### src/rtl/usr_pkg.sv
// Shared definitions for the universal shift register: mode encodings,
// per-cell next-state select codes and decode helpers.
package usr_pkg;

  localparam logic [2:0] MODE_HOLD    = 3'b000;
  localparam logic [2:0] MODE_SHR     = 3'b001;
  localparam logic [2:0] MODE_SHL     = 3'b010;
  localparam logic [2:0] MODE_LOAD    = 3'b011;
  localparam logic [2:0] MODE_ROR     = 3'b100;
  localparam logic [2:0] MODE_ROL     = 3'b101;
  localparam logic [2:0] MODE_JOHNSON = 3'b110;
  localparam logic [2:0] MODE_RSVD    = 3'b111;

  // from_hi is the neighbour toward the MSB (data moving right),
  // from_lo is the neighbour toward the LSB (data moving left).
  typedef enum logic [1:0] {
    SEL_HOLD    = 2'd0,
    SEL_FROM_HI = 2'd1,
    SEL_FROM_LO = 2'd2,
    SEL_PAR     = 2'd3
  } cell_sel_e;

  function automatic logic is_shift_class(input logic [2:0] mode);
    return (mode == MODE_SHR) || (mode == MODE_SHL) || (mode == MODE_ROR) ||
           (mode == MODE_ROL) || (mode == MODE_JOHNSON);
  endfunction

  function automatic cell_sel_e mode_to_sel(input logic [2:0] mode);
    cell_sel_e sel;
    sel = SEL_HOLD;
    case (mode)
      MODE_SHR, MODE_ROR, MODE_JOHNSON: sel = SEL_FROM_HI;
      MODE_SHL, MODE_ROL:               sel = SEL_FROM_LO;
      MODE_LOAD:                        sel = SEL_PAR;
      default:                          sel = SEL_HOLD;
    endcase
    return sel;
  endfunction

endpackage

### src/rtl/usr_bit_cell.sv
// One register bit: async active-low reset, synchronous preset/clear,
// and a 4:1 next-state mux (hold / MSB-side neighbour / LSB-side neighbour / parallel).
module usr_bit_cell
  import usr_pkg::*;
(
  input  logic      clk,
  input  logic      rst_n,
  input  logic      preset,
  input  logic      clear,
  input  cell_sel_e sel,
  input  logic      from_hi,
  input  logic      from_lo,
  input  logic      par,
  output logic      q
);

  logic d;

  always_comb begin
    d = q;
    case (sel)
      SEL_HOLD:    d = q;
      SEL_FROM_HI: d = from_hi;
      SEL_FROM_LO: d = from_lo;
      SEL_PAR:     d = par;
      default:     d = q;
    endcase
  end

  always_ff @(posedge clk or negedge rst_n) begin
    if (!rst_n) begin
      q <= 1'b0;
    end else if (preset) begin
      q <= 1'b1;
    end else if (clear) begin
      q <= 1'b0;
    end else begin
      q <= d;
    end
  end

endmodule

### src/rtl/universal_shift_register.sv
// Universal shift register: chain of usr_bit_cell instances with end-of-chain
// feedback selection, plus a modulo-WIDTH shift counter and wrap pulse.
module universal_shift_register
  import usr_pkg::*;
#(
  parameter int WIDTH = 4,
  parameter int CNT_W = $clog2(WIDTH)
) (
  input  logic             clk,
  input  logic             rst_n,
  input  logic             preset,
  input  logic             clear,
  input  logic [2:0]       mode,
  input  logic             ser_in_r,
  input  logic             ser_in_l,
  input  logic [WIDTH-1:0] par_in,
  output logic [WIDTH-1:0] q,
  output logic             ser_out_r,
  output logic             ser_out_l,
  output logic [CNT_W-1:0] shift_cnt,
  output logic             cycle_done
);

  localparam logic [CNT_W-1:0] CNT_MAX = CNT_W'(WIDTH - 1);

  cell_sel_e sel;
  logic      msb_feed;
  logic      lsb_feed;
  logic      shift_op;
  logic      cnt_wrap;

  assign sel      = mode_to_sel(mode);
  assign shift_op = is_shift_class(mode);
  assign cnt_wrap = (shift_cnt == CNT_MAX);

  // Value entering the MSB cell when data moves right, and the LSB cell when it moves left.
  always_comb begin
    msb_feed = ser_in_r;
    case (mode)
      MODE_ROR:     msb_feed = q[0];
      MODE_JOHNSON: msb_feed = ~q[0];
      default:      msb_feed = ser_in_r;
    endcase
  end

  always_comb begin
    lsb_feed = ser_in_l;
    case (mode)
      MODE_ROL: lsb_feed = q[WIDTH-1];
      default:  lsb_feed = ser_in_l;
    endcase
  end

  for (genvar i = 0; i < WIDTH; i++) begin : g_bit
    logic from_hi;
    logic from_lo;

    if (i == WIDTH - 1) begin : g_top
      assign from_hi = msb_feed;
    end else begin : g_mid_hi
      assign from_hi = q[i+1];
    end

    if (i == 0) begin : g_bot
      assign from_lo = lsb_feed;
    end else begin : g_mid_lo
      assign from_lo = q[i-1];
    end

    usr_bit_cell u_cell (
      .clk     (clk),
      .rst_n   (rst_n),
      .preset  (preset),
      .clear   (clear),
      .sel     (sel),
      .from_hi (from_hi),
      .from_lo (from_lo),
      .par     (par_in[i]),
      .q       (q[i])
    );
  end

  assign ser_out_r = q[0];
  assign ser_out_l = q[WIDTH-1];

  always_ff @(posedge clk or negedge rst_n) begin
    if (!rst_n) begin
      shift_cnt  <= '0;
      cycle_done <= 1'b0;
    end else if (preset || clear || (mode == MODE_LOAD)) begin
      shift_cnt  <= '0;
      cycle_done <= 1'b0;
    end else if (shift_op) begin
      shift_cnt  <= cnt_wrap ? '0 : shift_cnt + 1'b1;
      cycle_done <= cnt_wrap;
    end else begin
      cycle_done <= 1'b0;
    end
  end

endmodule

### config.mk
export PLATFORM = sky130hd
export DESIGN_NAME = universal_shift_register
export DESIGN_NICKNAME = d
export VERILOG_FILES = /design/src/rtl/usr_pkg.sv /design/src/rtl/usr_bit_cell.sv /design/src/rtl/universal_shift_register.sv
export SDC_FILE = /design/constraint.sdc
export NUM_CORES = 1
export LEC_CHECK = 0
export ABC_CLOCK_PERIOD_IN_PS = 1600
export BUFFER_PORTS_ARGS = -buffer_cell sky130_fd_sc_hd__buf_4
export CAP_MARGIN = 15
export CORE_ASPECT_RATIO = 1.1
export CORE_MARGIN = 5
export CORE_UTILIZATION = 40
export CTS_BUF_LIST = sky130_fd_sc_hd__clkbuf_4 sky130_fd_sc_hd__clkbuf_8
export DETAILED_ROUTE_END_ITERATION = 12
export GPL_ROUTABILITY_DRIVEN = 1
export HOLD_SLACK_MARGIN = 0.05
export PLACE_DENSITY = 0.64
export SETUP_SLACK_MARGIN = 0.02
export SLEW_MARGIN = 0
export SYNTH_ARGS = -nofsm -noshare
export SYNTH_HDL_FRONTEND = slang
export SYNTH_SLANG_ARGS = --single-unit
export TNS_END_PERCENT = 20
### constraint.sdc
create_clock -name clk -period 1.6 [get_ports clk]
set_input_delay 0.16 -clock clk [delete_from_list [all_inputs] [get_ports clk]]
set_output_delay 0.16 -clock clk [all_outputs]
set_load 0.01 [all_outputs]
### Yosys cells after proc, flatten, opt, wreduce, memory -nomap -nowiden

Cells that the tools add are included.

* reductions and logical operators: 10
* $add $sub $neg: 1
* order comparisons: 0
* bitwise logic cells: 1
* multiplexer cells: 20
* divide/modulo/power cells: 0
* multipliers: 0
* equality and inequality tests: 11
* shift operators: 0

Operators with widths (count)
* 1-bit case mux with 3 select lines: 4
* 1-bit 2-to-1 mux: 11
* 3-bit equality test, second input constant: 3
* 2-bit equality test, second input constant: 3
* 3-bit by 2-bit equality test with 1-bit output, second input constant: 2
* 1-bit logical OR: 6
* 2-bit 2-to-1 mux: 3
* 2-bit case mux with 3 select lines: 1
* 3-bit by 1-bit equality test with 1-bit output, second input constant: 1
* 3-bit != test, second input constant: 1
* 3-bit OR reduction: 1
* 2-bit by 1-bit adder with 2-bit output, second input constant: 1
* 2-bit by 1-bit equality test with 1-bit output, second input constant: 1
* 2-bit logical NOT: 1
* 1-bit case mux with 2 select lines: 1
* 2-bit nonzero test: 1
* 2-bit OR reduction: 1
* 1-bit inverter: 1

* logic and storage cells: 49
* register bits after elaboration: 7
* ROM bits: 0
* memories kept: 0
* bits in writable memories: 0
* input port bits: 13
* latch bits: 0

### Logic depth before layout (Yosys ltp)

Gate-level depths: netlist (run 1).

* depth after elaboration: 7
* mapped depth: 6

### Hierarchy

A second synthesis (run 1) with hierarchy kept.

* cell total of the unflattened synthesis: 62
* area total of the unflattened synthesis: 598.1 um2

Modules (own cells, without submodules)
* universal_shift_register: seq. area each 75.1 um2, cells an instance 38, instances 1, area each 312.8 um2
* usr_bit_cell: seq. area each 25.0 um2, cells an instance 6, instances 4, area each 71.3 um2

### Worst setup path before layout (run 1)

Ideal clock, no wire load.

* path type: reg2reg
* start point: reg shift_cnt[0]
* end point: reg shift_cnt[0]
* slack: 234 ps
* arrival: 1241 ps
* buffers on the path: 0
* cell stages (with the launch flop): 5
* library setup time: 125 ps
* cell sequence: dfrtp_1 ha_1 nor3_1 a211oi_1 a2111oi_0

* word-level cells in the longest chain between the ends: 4
* elaborated cells on any way between the ends: 5
* classes of those cells: add/sub: 1; eq/ne: 1; mux: 3

Ends and longest elaborated chain
* start, declared: RTL line universal_shift_register.sv:20 `output logic [CNT_W-1:0] shift_cnt,`
* start signal, assigned: RTL line universal_shift_register.sv:94 `shift_cnt <= cnt_wrap ? '0 : shift_cnt + 1'b1;`
* 2-bit by 1-bit adder with 2-bit output or 2-bit equality test (tied branches): RTL line universal_shift_register.sv:94, universal_shift_register.sv:34
* 2-bit 2-to-1 mux *: RTL line universal_shift_register.sv:94
* 2-bit 2-to-1 mux *: RTL line universal_shift_register.sv:93 `end else if (shift_op) begin`
* 2-bit 2-to-1 mux *: RTL line universal_shift_register.sv:90 `end else if (preset || clear || (mode == MODE_LOAD)) begin`

Mark *: on every way between the ends. The rest lies on a longest branch, timed or not. The select of a mux whose other input is x is not followed.
A chain may end at the register's enable or synchronous reset.

### Final worst setup path (run 1)

* start point: reg shift_cnt[0]
* end point: reg shift_cnt[1]

Same word-level chain as after synthesis.

==> flow_metrics.env, run 1 <==
export IMPL_synth_area_leaders="dfrtp_1 (27%), nor3_1 (4.6%), a2111oi_2 (4.6%)"
export IMPL_root_buffer="clkbuf_4"
export IMPL_r2r_end="shift_cnt[1]$_DFFE_PN0P_"
export IMPL_crit_end="shift_cnt[1]$_DFFE_PN0P_"
export IMPL_synth_xor_area_share_pct=0
export IMPL_syn_num_nets=92
export IMPL_critPathLaunch="shift_cnt[0]$_DFFE_PN0P_"
export IMPL_routed_wl_microns=1690
export IMPL_setup_viol_count_final=0
export IMPL_path_clk_slew_ns=0.05
export IMPL_crit_required_ns=1.74
export IMPL_layout_common_cells="buf_4 (21), dfrtp_1 (7), nor3_1 (6), nor2_1 (6), o21ai_0 (5)"
export IMPL_async_flop_share_pct=100
export IMPL_io_pins=22
export IMPL_yosys_area_top_type="dfrtp_1"
export IMPL_peakVddDrop_mv=0.275
export IMPL_muxShareOfSynthArea_pct=6.56
export IMPL_cts_buffers=3
export IMPL_drtPass1Iterations=4
export IMPL_clkSinkCount=7
export IMPL_synthCells=78
export IMPL_fmax_ghz=0.713
export IMPL_place_area_sq_um=766
export IMPL_final_nets=110
export IMPL_drv_slew=0
export IMPL_holdWs_ns=0.130
export IMPL_synth_top_family_by_area="simple AND/OR/NAND/NOR gates"
export IMPL_drive_gt1_share_pct=33.7
export IMPL_wl_per_cell_microns=15.1
export IMPL_fin_tns_setup_ns=0
export IMPL_yosys_area_share_simple_pct=30.5
export IMPL_startpoint_type="register"
export IMPL_p_leak_nw=0.351
export IMPL_synth_compound_area_share_pct=23.4
export IMPL_start_util_pct=41.6
export IMPL_nFillCells=162
export IMPL_cts_tree="done"
export IMPL_yosysSeqAreaShare_pct=27.0
export IMPL_layout_commonest_cell="buf_4"
export IMPL_gp_congestion=0.805
export IMPL_end_kind="register"
export IMPL_rrSetupSlack_ns=0.20
export IMPL_rr_worst_depth=4
export IMPL_power_density_mw_per_mm2=685
export IMPL_grt_pass1_wl_microns=2810
export IMPL_insertedDiodeCount=0
export IMPL_final_cell_area_sq_um=812
export IMPL_placement_rows=15
export IMPL_synthDistinctLibCells=33
export IMPL_drc=0
export IMPL_antenna_found_initial=0
export IMPL_ant_nets=0
export IMPL_crit_type="register to register"
export IMPL_crit_slowest_cell="dfrtp_1"
export IMPL_crit_path_max_incr_delay_ns=0.43
export IMPL_ys_ff_latch=7
export IMPL_hold_path_depth=2
export IMPL_r2r_start="shift_cnt[0]$_DFFE_PN0P_"
export IMPL_status="finished, final reports clean"
export IMPL_die_area_sq_mm=0.00253
export IMPL_clock_skew_ns=0.00103
export IMPL_slew_headroom_pct=74.3
export IMPL_synth_edf_count=0
export IMPL_post_route_period_util_pct=87.7
export IMPL_die_x_microns=48.4
export IMPL_hp_class="primary input to register"
export IMPL_tightest_slew_ns=0.383
export IMPL_syn_cell_area_sq_um=648
export IMPL_clk_latency_ns=0.25
export IMPL_grt_total_usage_pct=14.0
export IMPL_crit_fanout=6
export IMPL_place_ws_ns=0.155
export IMPL_coreArea_sq_mm=0.00156
export IMPL_grt_pass1_vias=626
export IMPL_clockBufferDepth=2
export IMPL_yosysTopAreaCellShare_pct=27.0
export IMPL_vias=660
export IMPL_fin_ws_ns=0.197
export IMPL_via_per_inst=5.89
export IMPL_port_buffers=21
export IMPL_areaGrowthSynthToFinish_pct=25.3
export IMPL_syn_avg_cell_area_sq_um=8.31
export IMPL_ys_flop_type="dfrtp_1"
export IMPL_hold_viol_final=0
export IMPL_htreeDepth=1
export IMPL_grt_ovfl_total=0
export IMPL_fin_crit_ns=1.40
export IMPL_synthAdderAreaFrac_pct=1.93
export IMPL_die_height_microns=52.2
export IMPL_worstPathCellList="ha_1 > nor2b_1 > a21oi_1 > a2111oi_2"
export IMPL_arrival_ns=1.54
export IMPL_grt_max_degree=22
export IMPL_drt_iter0_markers=9
export IMPL_maxCapViolations=0
export IMPL_yosys_warnings=0
export IMPL_hpwl_microns=1270
export IMPL_grt_setup_unrepaired="no"
## layer usage
metal  track usage [%]  routed length [microns]  up-vias
met2              22.6                      830       27
met3              2.56                       96        6
met5                 0                        0        -
li1                  -                        -      322
met1              16.8                      709      305
met4              9.22                       55        0
## what timing repair did
| action | 4_1_cts | 5_1_grt |
|---|---|---|
| endpoints found under the hold margin | 7 | 0 |
| resized for setup | 0 | 2 |
| setup endpoints to repair | 0 | 1 |
| setup buffers | 0 | 0 |
| hold buffers | 1 | 0 |
## final cells by class
| class | instances | area (sq um) | share of cell area, % |
|---|---|---|---|
| Inverter | 2 | 7.51 | 0.924 |
| Timing Repair Buffer | 22 | 168 | 20.6 |
| Sequential cell | 7 | 175 | 21.6 |
| Clock buffer | 4 | 30.0 | 3.70 |
| Tap cell | 17 | 21.3 | 2.62 |
| Multi-Input combinational cell | 60 | 410 | 50.5 |
## logic make-up after synthesis
family | count (synthesis)
AOI/OAI and AO/OA | 21
and+or+nand+nor | 34
DFF | 7
buffers and inverters | 11
muxes | 4
adders and majority gates | 1
## cells in the mapped netlist (2+ instances only)
cell type and instances:
nand2_1 4, mux2_2 2, dfrtp_1 7, nor2b_1 4, a21oi_1 4, mux2i_1 2
a2111oi_2 2, o21ai_0 5, nor3_1 6, inv_1 2, nor2_1 6, a211oi_1 2
a31oi_1 3, buf_2 4, nor3b_1 3, nand3_1 2, buf_4 4
## state kept, by name, indices dropped and copies added (netlist names)
| register | cells |
|---|---|
| g_bit.u_cell.q | 4 |
| shift_cnt | 2 |
| cycle_done | 1 |
## per-stage QoR
| stage | cells | total power (W) | utilization, % |
|---|---|---|---|
| 2_1_floorplan | 78 | 0.000316 | - |
| 3_3_place_gp | 107 | 0.000374 | 49.2 |
| 3_5_place_dp | 107 | 0.000376 | 49.2 |
| 4_1_cts | 112 | 0.000558 | 51.7 |
| 5_1_grt | 112 | 0.000593 | 52.1 |
| 6_report | 112 | 0.000557 | 52.1 |
## critical path, delay by kind of cell (launching register included)
kind	cells	cell delay, ns
DFF	1	0.43
AOI/OAI and AO/OA	2	0.43
and+or+nand+nor	1	0.12
adders and majority gates	1	0.31
## how the worst min path moves through the flow
stage / from / end / slack, ns
after floorplan: rst_n / cycle_done$_DFF_PN0_ / -0.14
after global placement: rst_n / cycle_done$_DFF_PN0_ / -0.02
after detailed placement: rst_n / cycle_done$_DFF_PN0_ / -0.02
after CTS: preset / shift_cnt[1]$_DFFE_PN0P_ / 0.13
after global routing: preset / shift_cnt[0]$_DFFE_PN0P_ / 0.14
final: preset / shift_cnt[0]$_DFFE_PN0P_ / 0.13
## where the power goes
group,total [W],internal (W),switching [W]
Clock,0.000179,0.000112,0.0000671
Combinational,0.000169,0.0000857,0.0000832
Sequential,0.000208,0.000189,0.0000194
Total,0.000557,0.000387,0.000170
Note: power is estimated with default switching activity, not from simulation.
==> run 2, diff against run 1 <==
--- a/config.mk
+++ b/config.mk
@@ -8,7 +8,6 @@
 export ABC_CLOCK_PERIOD_IN_PS = 1600
 export BUFFER_PORTS_ARGS = -buffer_cell sky130_fd_sc_hd__buf_4
 export CAP_MARGIN = 15
-export CORE_ASPECT_RATIO = 1.1
 export CORE_MARGIN = 5
 export CORE_UTILIZATION = 40
 export CTS_BUF_LIST = sky130_fd_sc_hd__clkbuf_4 sky130_fd_sc_hd__clkbuf_8
==> flow_metrics.env, run 2 (synthesized netlist as in run 1, its figures left out) <==
export IMPL_sequentialPowerShare_pct=38.0
export IMPL_r2r_start="shift_cnt[0]$_DFFE_PN0P_"
export IMPL_die_x_microns=50.3
export IMPL_root_buffer="clkbuf_4"
export IMPL_hp_class="primary input to register"
export IMPL_drc=0
export IMPL_slew_headroom_pct=73.2
export IMPL_holdWs_ns=0.142
export IMPL_switching_power_w=0.000158
export IMPL_crit_fanout=6
export IMPL_wl_per_cell_microns=13.4
export IMPL_p_total_w=0.000547
export IMPL_place_area_sq_um=772
export IMPL_insertedDiodeCount=0
export IMPL_drv_slew=0
export IMPL_whs_endpoint="shift_cnt[0]$_DFFE_PN0P_"
export IMPL_crit_required_ns=1.72
export IMPL_layout_commonest_cell="buf_4"
export IMPL_hpwl_microns=1170
export IMPL_path_clk_slew_ns=0.05
export IMPL_start_util_pct=42.5
export IMPL_final_cell_area_sq_um=818
export IMPL_largestRegisters="g_bit.u_cell.q (4), shift_cnt (2), cycle_done (1)"
export IMPL_fin_tns_setup_ns=0
export IMPL_top_register="g_bit.u_cell.q"
export IMPL_die_area_sq_mm=0.00253
export IMPL_p_leak_nw=0.356
export IMPL_hold_path_depth=2
export IMPL_clock_skew_ns=0.00416
export IMPL_setup_viol_count_final=0
export IMPL_arrival_ns=1.54
export IMPL_end_kind="register"
export IMPL_p_comb_share_pct=31.3
export IMPL_routed_wl_microns=1500
export IMPL_grt_pass1_vias=592
export IMPL_fin_crit_ns=1.42
export IMPL_grt_pass1_wl_microns=2620
export IMPL_startpoint_type="register"
export IMPL_grt_ovfl_total=0
export IMPL_final_nets=111
export IMPL_coreArea_sq_mm=0.00152
export IMPL_antenna_found_initial=0
export IMPL_multiInputGateArea_sq_um=410
export IMPL_peakVddDrop_mv=0.250
export IMPL_gp_congestion=0.762
export IMPL_die_height_microns=50.3
export IMPL_htreeDepth=1
export IMPL_drt_iter0_markers=23
export IMPL_clockBufferDepth=2
export IMPL_hold_viol_final=0
export IMPL_post_route_period_util_pct=88.9
export IMPL_crit_type="register to register"
export IMPL_cts_buffers=3
export IMPL_pwr_share_clk_pct=30.7
export IMPL_maxCapViolations=0
export IMPL_placement_rows=14
export IMPL_r2r_end="shift_cnt[1]$_DFFE_PN0P_"
export IMPL_drive_gt1_share_pct=34.4
export IMPL_power_switching_share_pct=28.8
export IMPL_cts_tree="done"
export IMPL_p_int_w=0.000390
export IMPL_rrSetupSlack_ns=0.18
export IMPL_areaGrowthSynthToFinish_pct=26.3
export IMPL_io_pins=22
export IMPL_drtPass1Iterations=5
export IMPL_grt_total_usage_pct=12.7
export IMPL_clkSinkCount=7
export IMPL_ant_nets=0
export IMPL_layout_common_cells="buf_4 (22), dfrtp_1 (7), nor3_1 (6), nor2_1 (6), o21ai_0 (5)"
export IMPL_largest_reg_flops=4
export IMPL_tightest_slew_ns=0.399
export IMPL_nFillCells=163
export IMPL_fmax_ghz=0.703
export IMPL_grt_max_degree=22
export IMPL_clk_latency_ns=0.24
export IMPL_status="finished, final reports clean"
export IMPL_port_buffers=21
export IMPL_power_density_mw_per_mm2=669
export IMPL_min_delay_start="preset"
export IMPL_grt_setup_unrepaired="no"
export IMPL_rr_worst_depth=4
export IMPL_vias=629
export IMPL_via_per_inst=5.62
export IMPL_seq_area_sq_um=175
run 2: cell types whose count changed in the layout (fill, tap and decap cells not counted):
cell / delta
buf_4: +1
run 2: final cells by class:
class                      instances  share of cell area, %
sequential                         7                   21.4
inverter                           2                  0.917
timing repair buffer              23                   21.4
multi-input combinational         60                   50.2
tap                               16                   2.45
clock buffer                       4                   3.67
run 2: worst max-delay path: stages, from the launching register on:
cell	delay [ns]
dfrtp_1	0.44
ha_1	0.32
nor2b_1	0.12
a21oi_1	0.06
a2111oi_2	0.37
run 2: worst max-delay path by stage:
stage | start | to | cells past startpoint
floorplan | shift_cnt[0]$_DFFE_PN0P_ | shift_cnt[0]$_DFFE_PN0P_ | 4
global placement | shift_cnt[0]$_DFFE_PN0P_ | shift_cnt[0]$_DFFE_PN0P_ | 4
detailed placement | shift_cnt[0]$_DFFE_PN0P_ | shift_cnt[0]$_DFFE_PN0P_ | 4
CTS | shift_cnt[0]$_DFFE_PN0P_ | shift_cnt[0]$_DFFE_PN0P_ | 4
global route | shift_cnt[0]$_DFFE_PN0P_ | shift_cnt[0]$_DFFE_PN0P_ | 4
finish | shift_cnt[0]$_DFFE_PN0P_ | shift_cnt[1]$_DFFE_PN0P_ | 4
run 2: metal layers:
metal	global-route usage, %	vias up	routed length, microns
met5	0	-	0
met4	5.24	0	0
met3	1.78	0	94
met2	19.0	21	669
met1	18.2	286	735
li1	-	322	-
run 2: metrics by stage:
stage               setup WS [ns]  utilization [%]  cells
global placement            0.175             50.7    107
finish                      0.178             53.7    112
floorplan                   0.234                -     78
CTS                         0.108             53.3    112
detailed placement          0.128             50.7    107
global route               0.0768             53.7    112
run 2: power groups by stage:
stage	sequential, W	clock (W)	combinational, W
detailed placement	0.000210	0	0.000168
global placement	0.000210	0	0.000167
finish	0.000208	0.000168	0.000171
floorplan	0.000210	0	0.000106
global route	0.000210	0.000182	0.000190
CTS	0.000207	0.000177	0.000170
run 2: timing repair:
| item | CTS | global route |
|---|---|---|
| endpoints found under the setup margin | 0 | 1 |
| resized for setup | 0 | 2 |
| endpoints found under the hold margin | 7 | 0 |
| hold buffers | 1 | 0 |
| setup buffers | 0 | 0 |
==> run 3, diff against run 2 <==
--- a/config.mk
+++ b/config.mk
@@ -6,7 +6,7 @@
 export NUM_CORES = 1
 export LEC_CHECK = 0
 export ABC_CLOCK_PERIOD_IN_PS = 1600
-export BUFFER_PORTS_ARGS = -buffer_cell sky130_fd_sc_hd__buf_4
+export BUFFER_PORTS_ARGS = -buffer_cell sky130_fd_sc_hd__buf_2
 export CAP_MARGIN = 15
 export CORE_MARGIN = 5
 export CORE_UTILIZATION = 40
==> flow_metrics.env, run 3 (synthesized netlist as in run 1, its figures left out) <==
export IMPL_ant_nets=0
export IMPL_antenna_found_initial=0
export IMPL_crit_slowest_cell="dfrtp_1"
export IMPL_critical_path_top_delay_family="compound AO/OA/AOI/OAI gates"
export IMPL_maxCapViolations=0
export IMPL_fin_crit_ns=1.44
export IMPL_status="finished, final reports clean"
export IMPL_fmax_ghz=0.696
export IMPL_p_comb_share_pct=28.9
export IMPL_hpwl_microns=1220
export IMPL_hold_viol_final=0
export IMPL_grt_pass1_wl_microns=2590
export IMPL_drc=0
export IMPL_coreArea_sq_mm=0.00152
export IMPL_drt_iter0_markers=20
export IMPL_tightest_slew_ns=0.394
export IMPL_pwr_share_clk_pct=32.2
export IMPL_power_switching_share_pct=30.1
export IMPL_p_leak_nw=0.348
export IMPL_gp_congestion=0.809
export IMPL_clk_latency_ns=0.24
export IMPL_post_cts_buffers=0
export IMPL_fin_ws_ns=0.163
export IMPL_cts_buffers=3
export IMPL_startpoint_type="register"
export IMPL_clockBufferDepth=2
export IMPL_crit_end="shift_cnt[0]$_DFFE_PN0P_"
export IMPL_p_int_w=0.000374
export IMPL_r2r_start="shift_cnt[1]$_DFFE_PN0P_"
export IMPL_clock_skew_ns=0.00108
export IMPL_io_pins=22
export IMPL_grt_max_degree=17
export IMPL_port_buffers=21
export IMPL_crit_path_max_incr_delay_ns=0.41
export IMPL_crit_required_ns=1.71
export IMPL_crit_type="register to register"
export IMPL_clkSinkCount=7
export IMPL_path_clk_slew_ns=0.05
export IMPL_die_height_microns=50.3
export IMPL_die_area_sq_mm=0.00253
export IMPL_areaGrowthSynthToFinish_pct=19.7
export IMPL_vias=645
export IMPL_die_x_microns=50.3
export IMPL_place_ws_ns=0.0821
export IMPL_post_route_period_util_pct=89.8
export IMPL_layout_commonest_cell="buf_2"
export IMPL_via_per_inst=5.66
export IMPL_rr_worst_depth=4
export IMPL_grt_pass1_vias=547
export IMPL_hp_class="primary input to register"
export IMPL_top_register="g_bit.u_cell.q"
export IMPL_largest_reg_flops=4
export IMPL_htreeDepth=1
export IMPL_crit_fanout=4
export IMPL_drive_gt1_share_pct=34.7
export IMPL_insertedDiodeCount=0
export IMPL_setup_viol_count_final=0
export IMPL_grt_total_usage_pct=12.9
export IMPL_worstPathCellList="ha_1 > nor3_1 > a211oi_1 > a2111oi_1"
export IMPL_rrSetupSlack_ns=0.16
export IMPL_power_density_mw_per_mm2=690
export IMPL_arrival_ns=1.55
export IMPL_end_kind="register"
export IMPL_path_buf_inv=0
export IMPL_drtPass1Iterations=4
export IMPL_min_delay_start="preset"
export IMPL_start_util_pct=42.5
export IMPL_routed_wl_microns=1580
export IMPL_peakVddDrop_mv=0.262
export IMPL_r2r_end="shift_cnt[0]$_DFFE_PN0P_"
export IMPL_root_buffer="clkbuf_4"
export IMPL_fin_util_pct=50.9
export IMPL_drv_slew=0
export IMPL_critPathLaunch="shift_cnt[1]$_DFFE_PN0P_"
export IMPL_path_depth=4
export IMPL_grt_setup_unrepaired="no"
export IMPL_sequentialPowerShare_pct=38.9
export IMPL_slew_headroom_pct=73.5
export IMPL_final_nets=113
export IMPL_fin_tns_setup_ns=0
export IMPL_wl_per_cell_microns=13.8
export IMPL_largestRegisters="g_bit.u_cell.q (4), shift_cnt (2), cycle_done (1)"
export IMPL_cts_tree="done"
export IMPL_switching_power_w=0.000161
export IMPL_placement_rows=14
export IMPL_p_total_w=0.000535
export IMPL_grt_ovfl_total=0
export IMPL_layout_common_cells="buf_2 (21), dfrtp_1 (7), nor3_1 (6), nor2_1 (6), o21ai_0 (5)"
run 3: cell types whose count changed in the layout (fill, tap and decap cells not counted), sizes merged:
cell	delta
buf	+2
run 3: cell type report:
| type | instances | area, sq um |
|---|---|---|
| inverters | 2 | 7.51 |
| fillers | 151 | 748 |
| flip-flops and latches | 7 | 175 |
| clock buffers | 4 | 30.0 |
| multi-input cells | 60 | 405 |
| repair buffers | 25 | 138 |
| well taps | 16 | 20.0 |
run 3: per-stage QoR:
stage / cells / cell area [sq um] / hold WS [ns]
after floorplan: 78 / 648 / -0.136
after global placement: 109 / 734 / -0.00336
after detailed placement: 109 / 734 / -0.00225
after CTS: 114 / 774 / 0.169
after global routing: 114 / 776 / 0.187
final: 114 / 776 / 0.190
run 3: worst min-delay path by stage:
stage,end,cells after the start
after detailed placement,g_bit[2].u_cell.q$_DFFE_PN0P_,1
after global routing,shift_cnt[1]$_DFFE_PN0P_,2
final,shift_cnt[1]$_DFFE_PN0P_,2
after floorplan,cycle_done$_DFF_PN0_,0
after CTS,shift_cnt[1]$_DFFE_PN0P_,2
after global placement,g_bit[1].u_cell.q$_DFFE_PN0P_,1
run 3: power by group through the flow:
stage / Combinational, W / Sequential [W] / Clock [W]
after detailed placement: 0.000153 / 0.000210 / 0
after global routing: 0.000174 / 0.000211 / 0.000191
final: 0.000155 / 0.000208 / 0.000172
after global placement: 0.000151 / 0.000211 / 0
after floorplan: 0.000106 / 0.000210 / 0
after CTS: 0.000155 / 0.000208 / 0.000179
run 3: timing repair:
item                       CTS  global route
gates resized for setup      0             1
hold buffers                 1             0
hold endpoints to repair     7             0
setup endpoints to repair    0             1
run 3: per-layer routing:
| layer | track usage, % | part of all wire (%) | wire length, microns | up-vias |
|---|---|---|---|---|
| li1 | - | - | - | 329 |
| met1 | 19.1 | 47 | 734 | 286 |
| met2 | 18.2 | 44 | 696 | 28 |
| met5 | 0 | 0 | 0 | - |
| met3 | 2.96 | 8.6 | 135 | 2 |
| met4 | 3.93 | 0.63 | 10 | 0 |
